<file path="src/rtl/vga_draw_arbiter.sv">
// vga_draw_arbiter: round-robin owner of the vga_adapter pixel port, fills one granted rectangle per request at one pixel per clock.
// Optional clipping to SCREEN_W x SCREEN_H is built when VGA_DRAW_CLIP_EN is defined.
module vga_draw_arbiter #(
  parameter int NUM_REQ  = 4,
  parameter int SCREEN_W = 160,
  parameter int SCREEN_H = 120
) (
  input  logic                 clock,
  input  logic                 reset,
  input  logic [NUM_REQ-1:0]   req,
  input  logic [NUM_REQ*8-1:0] req_x,
  input  logic [NUM_REQ*7-1:0] req_y,
  input  logic [NUM_REQ*8-1:0] req_wm1,
  input  logic [NUM_REQ*7-1:0] req_hm1,
  input  logic [NUM_REQ*3-1:0] req_colour,
  output logic [NUM_REQ-1:0]   ack,
  output logic [NUM_REQ-1:0]   done,
  output logic                 busy,
  output logic [2:0]           grant_id,
  output logic [7:0]           vga_x,
  output logic [6:0]           vga_y,
  output logic [2:0]           vga_colour,
  output logic                 vga_plot
);
  typedef enum logic [1:0] {IDLE, DRAW, DONE} state_t;
  state_t state_q;
  logic [2:0] rr_last_q, grant_id_q, win;
  logic found, on_screen, last_px;
  logic [7:0] x0_q, wm1_q, cx_q, vga_x_q;
  logic [6:0] y0_q, hm1_q, cy_q, vga_y_q;
  logic [2:0] col_q, vga_colour_q;
  logic [NUM_REQ-1:0] ack_q, done_q;
  logic busy_q, vga_plot_q;
  if (NUM_REQ < 2 || NUM_REQ > 8 || SCREEN_W > 256 || SCREEN_H > 128) begin : g_bad_cfg
    $error("vga_draw_arbiter: unsupported configuration");
  end
  // Scan from farthest to nearest so the closest requester after rr_last wins.
  always_comb begin
    win = rr_last_q;
    found = 1'b0;
    for (int k = NUM_REQ; k >= 1; k--) begin
      if (|(req & (NUM_REQ'(1) << ((int'(rr_last_q) + k) % NUM_REQ)))) begin
        found = 1'b1;
        win = 3'((int'(rr_last_q) + k) % NUM_REQ);
      end
    end
  end
  assign last_px = (cx_q == wm1_q) && (cy_q == hm1_q);
`ifdef VGA_DRAW_CLIP_EN
  logic [8:0] px;
  logic [7:0] py;
  assign px = {1'b0, x0_q} + {1'b0, cx_q};
  assign py = {1'b0, y0_q} + {1'b0, cy_q};
  assign on_screen = (int'(px) < SCREEN_W) && (int'(py) < SCREEN_H);
`else
  assign on_screen = 1'b1;
`endif
  always_ff @(posedge clock) begin
    if (reset) begin
      state_q <= IDLE;
      rr_last_q <= 3'(NUM_REQ - 1);
      grant_id_q <= '0;
      x0_q <= '0;
      y0_q <= '0;
      wm1_q <= '0;
      hm1_q <= '0;
      col_q <= '0;
      cx_q <= '0;
      cy_q <= '0;
      ack_q <= '0;
      done_q <= '0;
      busy_q <= 1'b0;
      vga_x_q <= '0;
      vga_y_q <= '0;
      vga_colour_q <= '0;
      vga_plot_q <= 1'b0;
    end else begin
      ack_q <= '0;
      done_q <= '0;
      case (state_q)
        IDLE: begin
          vga_plot_q <= 1'b0;
          if (found) begin
            x0_q <= 8'(req_x >> (8 * win));
            y0_q <= 7'(req_y >> (7 * win));
            wm1_q <= 8'(req_wm1 >> (8 * win));
            hm1_q <= 7'(req_hm1 >> (7 * win));
            col_q <= 3'(req_colour >> (3 * win));
            cx_q <= '0;
            cy_q <= '0;
            grant_id_q <= win;
            rr_last_q <= win;
            busy_q <= 1'b1;
            ack_q <= NUM_REQ'(1) << win;
            state_q <= DRAW;
          end
        end
        DRAW: begin
          vga_x_q <= x0_q + cx_q;
          vga_y_q <= y0_q + cy_q;
          vga_colour_q <= col_q;
          vga_plot_q <= on_screen;
          cx_q <= (cx_q == wm1_q) ? 8'd0 : cx_q + 8'd1;
          cy_q <= (cx_q == wm1_q) ? cy_q + 7'd1 : cy_q;
          if (last_px) state_q <= DONE;
        end
        default: begin
          vga_plot_q <= 1'b0;
          done_q <= NUM_REQ'(1) << grant_id_q;
          busy_q <= 1'b0;
          state_q <= IDLE;
        end
      endcase
    end
  end
  assign ack = ack_q;
  assign done = done_q;
  assign busy = busy_q;
  assign grant_id = grant_id_q;
  assign vga_x = vga_x_q;
  assign vga_y = vga_y_q;
  assign vga_colour = vga_colour_q;
  assign vga_plot = vga_plot_q;
endmodule

</file>
<file path="config.mk">
export PLATFORM = sky130hd
export DESIGN_NAME = vga_draw_arbiter
export DESIGN_NICKNAME = d
export VERILOG_FILES = /design/src/rtl/vga_draw_arbiter.sv
export SDC_FILE = /design/constraint.sdc
export NUM_CORES = 1
export LEC_CHECK = 0
export ABC_AREA = 1
export CAP_MARGIN = 20
export CORE_MARGIN = 1
export CORE_UTILIZATION = 50
export DETAILED_ROUTE_END_ITERATION = 8
export PLACE_DENSITY = 0.86
export SLEW_MARGIN = 5
export SYNTH_ARGS = -nofsm -noshare
export SYNTH_HDL_FRONTEND = slang
export SYNTH_SLANG_ARGS = --single-unit
</file>
<file path="constraint.sdc">
create_clock -name clock -period 3.3 [get_ports clock]
set_clock_uncertainty 0.1 [all_clocks]
set_input_delay 0.33 -clock clock [delete_from_list [all_inputs] [get_ports clock]]
set_output_delay 0.33 -clock clock [all_outputs]
set_load 0.005 [all_outputs]
</file>
Word level (Yosys, flattened, before mapping):

Index checks and enable logic that the tools add are counted.

* logic and storage cells: 93
* output and inout bits: 31
* bits in registers: 84
* input port bits: 138

* bitwise gates (word level): 11
* shift-type cells: 11
* equality and inequality tests: 6
* add/subtract/negate cells: 8
* $mul: 2
* reductions and logical operators: 18
* mux-type cells: 20

Operators by type and width (count)
* << shifter 1 x 32 -> 4 bit, first input constant: 4
* >> shifter 32 x 6 -> 8 bit: 2
* >> shifter 28 x 6 -> 7 bit: 2
* bitwise AND 4 bit: 4
* 2-to-1 mux 8 bit: 2
* case mux 8 bit (2 select lines): 1
* OR reduction 4 bit: 4
* 2-to-1 mux 7 bit: 2
* case mux 7 bit (2 select lines): 1
* 2-to-1 mux 3 bit: 4
* >> shifter 12 x 5 -> 3 bit: 1
* adder 8 x 1 -> 8 bit, second input constant: 1
* adder 8 bit: 1
* equality test 8 bit: 1
* AND reduction 2 bit: 4
* OR reduction 2 bit: 4
* << shifter 1 x 3 -> 4 bit, first input constant: 2
* adder 7 x 1 -> 7 bit, second input constant: 1
* adder 7 bit: 1
* equality test 7 bit: 1
* multiplier 3 x 3 -> 6 bit, first input constant: 1
* 2-to-1 mux 1 bit: 6
* != test 2 bit, second input constant: 3
* OR reduction 3 bit: 2
* 13 further kinds: 21

Depth between registers and ports, before layout:

* depth after elaboration: 12
* depth in mapped cells: 17
* depth with buffers taken out: 15

Worst setup path before layout:

No wires, ideal clock.

* path type: register to register
* start: register rr_last_q[0]
* end: register hm1_q[2]
* arrival time: 1.864 ns
* setup time: 0.113 ns
* period minus slack after synthesis: 2.077 ns
* path slack: 1.223 ns
* data required time: 3.087 ns
* stages on the path, launching flop included: 17
* path through: dfxtp_1 inv_1 ha_1 nand2_1 nand2_1 nor2_4 nand2_2 nand2_2 nand2_4 nand2_8 inv_4 buf_6 buf_8 nand2_1 nand3_1 nand3_1 nand2_1

* cells in the longest elaborated chain, start to end: 12
* elaborated cells between the ends (all ways): 35
* those cells by class: 4 x add/sub; 1 x mul; 5 x shift; 8 x mux; 8 x bitwise; 9 x reduce/logical

Ends and longest elaborated chain
* start: declaration: RTL line 27 `logic [2:0] rr_last_q, grant_id_q, win;`
* start signal: assignment: RTL line 61 `rr_last_q <= 3'(NUM_REQ - 1);`
* start signal: assignment: RTL line 92 `rr_last_q <= win;`
* adder 2 x 1 -> 2 bit: RTL line 42, 44
* OR reduction 2 bit (no source line)
* bitwise AND 1 bit (no source line)
* << shifter 1 x 32 -> 4 bit: RTL line 42 `if (|(req & (NUM_REQ'(1) << ((int'(rr_last_q) + k) % NUM_REQ)))) begin`
* bitwise AND 4 bit: RTL line 42
* OR reduction 4 bit: RTL line 42
* 2-to-1 mux 3 bit (4 in a row): RTL line 42
* multiplier 3 x 3 -> 6 bit: RTL line 87 `hm1_q <= 7'(req_hm1 >> (7 * win));`
* >> shifter 28 x 6 -> 7 bit: RTL line 87
* end signal: assignment: RTL line 87
* end: declaration: RTL line 30 `logic [6:0] y0_q, hm1_q, cy_q, vga_y_q;`

Several ways; a longest one is shown, not always the timed one.
A chain may end at the register's enable or synchronous reset.

Worst setup path after layout:

* start: register rr_last_q[0]
* end: register col_q[0]

* cells in the longest elaborated chain, start to end: 12
* elaborated cells between the ends (all ways): 35
* those cells by class: 4 x add/sub; 1 x mul; 5 x shift; 8 x mux; 8 x bitwise; 9 x reduce/logical

Ends and longest elaborated chain
* adder 2 x 1 -> 2 bit: RTL line 42, 44
* OR reduction 2 bit (no source line)
* bitwise AND 1 bit (no source line)
* << shifter 1 x 32 -> 4 bit: RTL line 42
* bitwise AND 4 bit: RTL line 42
* OR reduction 4 bit: RTL line 42
* 2-to-1 mux 3 bit (4 in a row): RTL line 42
* multiplier 2 x 3 -> 5 bit: RTL line 88 `col_q <= 3'(req_colour >> (3 * win));`
* >> shifter 12 x 5 -> 3 bit: RTL line 88
* end signal: assignment: RTL line 88
* end: declaration: RTL line 31 `logic [2:0] col_q, vga_colour_q;`

Several ways; a longest one is shown, not always the timed one.

==> impl_metrics.json <==
{
  "status": "finished, final reports clean",
  "vias": 5374,
  "period_minus_slack_ns": 2.846,
  "syn2layout_area_growth_pct": 39.11,
  "path_clk_slew_ns": 0.08,
  "final_nets": 1028,
  "critPathMaxFanout": 54,
  "synth_mux_area_frac": 0,
  "routed_via_density": 5.363,
  "layout-drive-gt1-share": 0.05269,
  "tightestPinTransition_ns": 0.6099,
  "grt_max_degree": 55,
  "row_count": 35,
  "synth_area_leaders": "dfxtp_1 34%, nand2_1 19%, nand3_1 13%, ha_1 4.9%, nand4_1 3.7%",
  "r2r_start": "rr_last_q[0]",
  "p_per_area_nw_per_um2": 801.4,
  "n_antenna_cell": 0,
  "finalMaxSlewViolations": 0,
  "start_kind": "register",
  "port_buffers": 168,
  "cts_tree": "done",
  "detail-route-antenna-nets": 0,
  "slowest_delay_ns": 0.43,
  "die_h_um": 100.9,
  "grt.overflow.total": 0,
  "arrival_ns": 3.03,
  "ioPinCount": 169,
  "synthCells": 718,
  "hold_viol_final": 0,
  "dieArea_sq_um": 10180,
  "pwr-share-comb": 0.576,
  "synth_most_common_cell": "nand2_1",
  "reg2reg_to": "col_q[0]",
  "finalWirelength_mm": 13.96,
  "synth_xor_area_frac": 0.04656,
  "die_w_um": 100.9,
  "netSwitchingPower_w": 0.002605,
  "cts-root-buf": "clkbuf_8",
  "drcViolationCount": 0,
  "core_area_sq_um": 9371,
  "setup_viol": 0,
  "cts_buffers": 9,
  "cpMaxStageDelayCell": "dfxtp_1",
  "crit_path_frequent_cell": "nand2_1",
  "clock.fmax_mhz": 351.4,
  "synth_compound_area_frac": 0.05705,
  "synthDistinctLibCells": 39,
  "timing.setup.tns_ns": 0,
  "hpwlAfterDp_mm": 10.89,
  "switching_share": 0.4777,
  "crit_type": "reg2reg",
  "track_usage": 0.2811,
  "critPathCapture": "col_q[0]",
  "synth-adder-area-share": 0.05679,
  "synth_top_family_by_area": "simple AND/OR/NAND/NOR gates",
  "cp-end-kind": "register",
  "grt_pass1_vias": 5029,
  "cts_buffer_depth": 2,
  "cts_sinks": 83,
  "wire_per_inst_um": 13.93,
  "netlist_top_cells_count": "248 x nand2_1, 124 x nand3_1, 83 x dfxtp_1",
  "initial_core_util": 0.5219,
  "cts_resized": 0,
  "max_cap_viol_count": 0,
  "cts_max_level": 3,
  "syn_nets": 877,
  "cts_setup_buffers": 0,
  "pwr-share-clk": 0.159,
  "ys_ff_latch": 83,
  "path_cells": "inv_1 > ha_1 > nand2_1 > nand2_1 > nor2_4 > nand2_2 > nand3_2 > nand2_8 > inv_4 > nand2_1 > nand3_1 > nand3_1 > o21ai_1",
  "synth-main-ff-cell": "dfxtp_1",
  "yosysTopAreaCell": "dfxtp_1",
  "seq_area_frac_synth": 0.3397,
  "yosys.area_share.simple": 0.4282,
  "synthesis.area_sq_um": 4891,
  "synth_area_per_cell_sq_um": 6.812,
  "rrSetupSlack_ns": 0.45,
  "first_pass_iters": 4,
  "hold_buffers": 0,
  "rsz0062_at_grt": "no",
  "antenna_found_initial": 0,
  "insertion_delay_ns": 0.36,
  "synth_top_area_frac": 0.3397,
  "async_flop_share": 0,
  "synth_edf_count": 0,
  "drtIter0Drc": 279,
  "worst_ep_required_time_ns": 3.49,
  "r2r_cells": 13,
  "hold_slack_ns": 0.3577,
  "ys_warn_count": 0,
  "min_period_over_period": 0.8624,
  "leakage_nw": 2.927,
  "grt_pass1_wl_mm": 22.69,
  "power_frac_seq": 0.265,
  "hold_path_class": "reg2reg",
  "maxSlewHeadroom": 0.5921,
  "place.gp.congestion": 0.9355,
  "critPathLaunch": "rr_last_q[0]",
  "p_int_w": 0.002848,
  "ir_drop_mv": 0.4940
}
==> critical path: cells and delay by family, from the launching register on <==
family          cells  cell delay, ns
simple gates        9            1.29
buf+inv             2            0.54
flops               1            0.43
fa+ha+maj           1            0.26
compound gates      1            0.12
==> power groups by stage <==
stage | Clock [W] | Combinational (W) | Sequential (W)
2_1_floorplan | 0 | 0.00242 | 0.00142
3_3_place_gp | 0 | 0.00298 | 0.00145
3_5_place_dp | 0 | 0.00310 | 0.00146
4_1_cts | 0.000867 | 0.00311 | 0.00144
5_1_grt | 0.000906 | 0.00353 | 0.00146
6_report | 0.000866 | 0.00314 | 0.00144
==> state kept, by name (all words and copies together), names as in the netlist, 4 cells and up <==
name / cells
cy_q: 7
ack: 4
wm1_q: 8
done: 4
x0_q: 8
vga_x: 8
y0_q: 7
vga_y: 7
hm1_q: 7
cx_q: 8
==> stage by stage <==
stage	worst slack, ns	total power [W]	cells	instance area, sq um	util
5_1_grt	0.2203	0.005900	1002	6804	0.7260
3_5_place_dp	0.5071	0.004558	987	6574	0.7015
2_1_floorplan	1.223	0.003834	718	4891	-
3_3_place_gp	0.6493	0.004431	987	6574	0.7015
4_1_cts	0.5142	0.005421	1002	6804	0.7260
6_report	0.4542	0.005453	1002	6804	0.7260
==> final cells by class <==
class                      instances  area, sq um
clock buffer                      10        127.6
clock inverter                     5        102.6
fill                             779         2567
inverter                          44        167.7
multi-input combinational        560         2879
sequential                        83         1662
tap                              129        161.4
timing repair buffer             171         1704
==> cells by family (layout without fill, tap and decap cells) <==
family                     Yosys count  in the layout
and+or+nand+nor                    461            461
DFF                                 83             83
buffers and inverters               75            230
AOI/OAI and AO/OA                   52             52
xor gates and xnor gates            26             26
adders and majority gates           21             21
==> cell usage in the layout (no fill, tap or decap), types with 5 or more instances in the layout <==
cell type / instances
nand2_1: 248
clkdlybuf4s50_1: 168
nand3_1: 124
dfxtp_1: 83
nor2_1: 35
inv_1: 35
nand4_1: 29
a21oi_1: 24
ha_1: 19
o21ai_0: 15
xor2_1: 14
xnor2_1: 12
clkbuf_8: 9
inv_2: 8
o22ai_1: 5
==> worst min-delay path by stage <==
| stage | from | to | slack [ns] | cells past startpoint |
|---|---|---|---|---|
| final | col_q[2] | col_q[2] | 0.36 | 2 |
| after global routing | col_q[1] | vga_colour[1] | 0.38 | 2 |
| after CTS | col_q[1] | col_q[1] | 0.36 | 2 |
| after detailed placement | col_q[1] | vga_colour[1] | 0.34 | 2 |
| after global placement | grant_id[0] | done[2] | 0.34 | 1 |
| after floorplan | col_q[1] | vga_colour[1] | 0.32 | 2 |
==> layer usage <==
metal	vias up	track usage	part of all wire
met2	229	0.4773	0.48
li1	2675	-	-
met1	2440	0.3620	0.43
met3	30	0.03745	0.061
met4	0	0.1081	0.022
met5	-	0	0
Power figures use the tool's default switching activity.
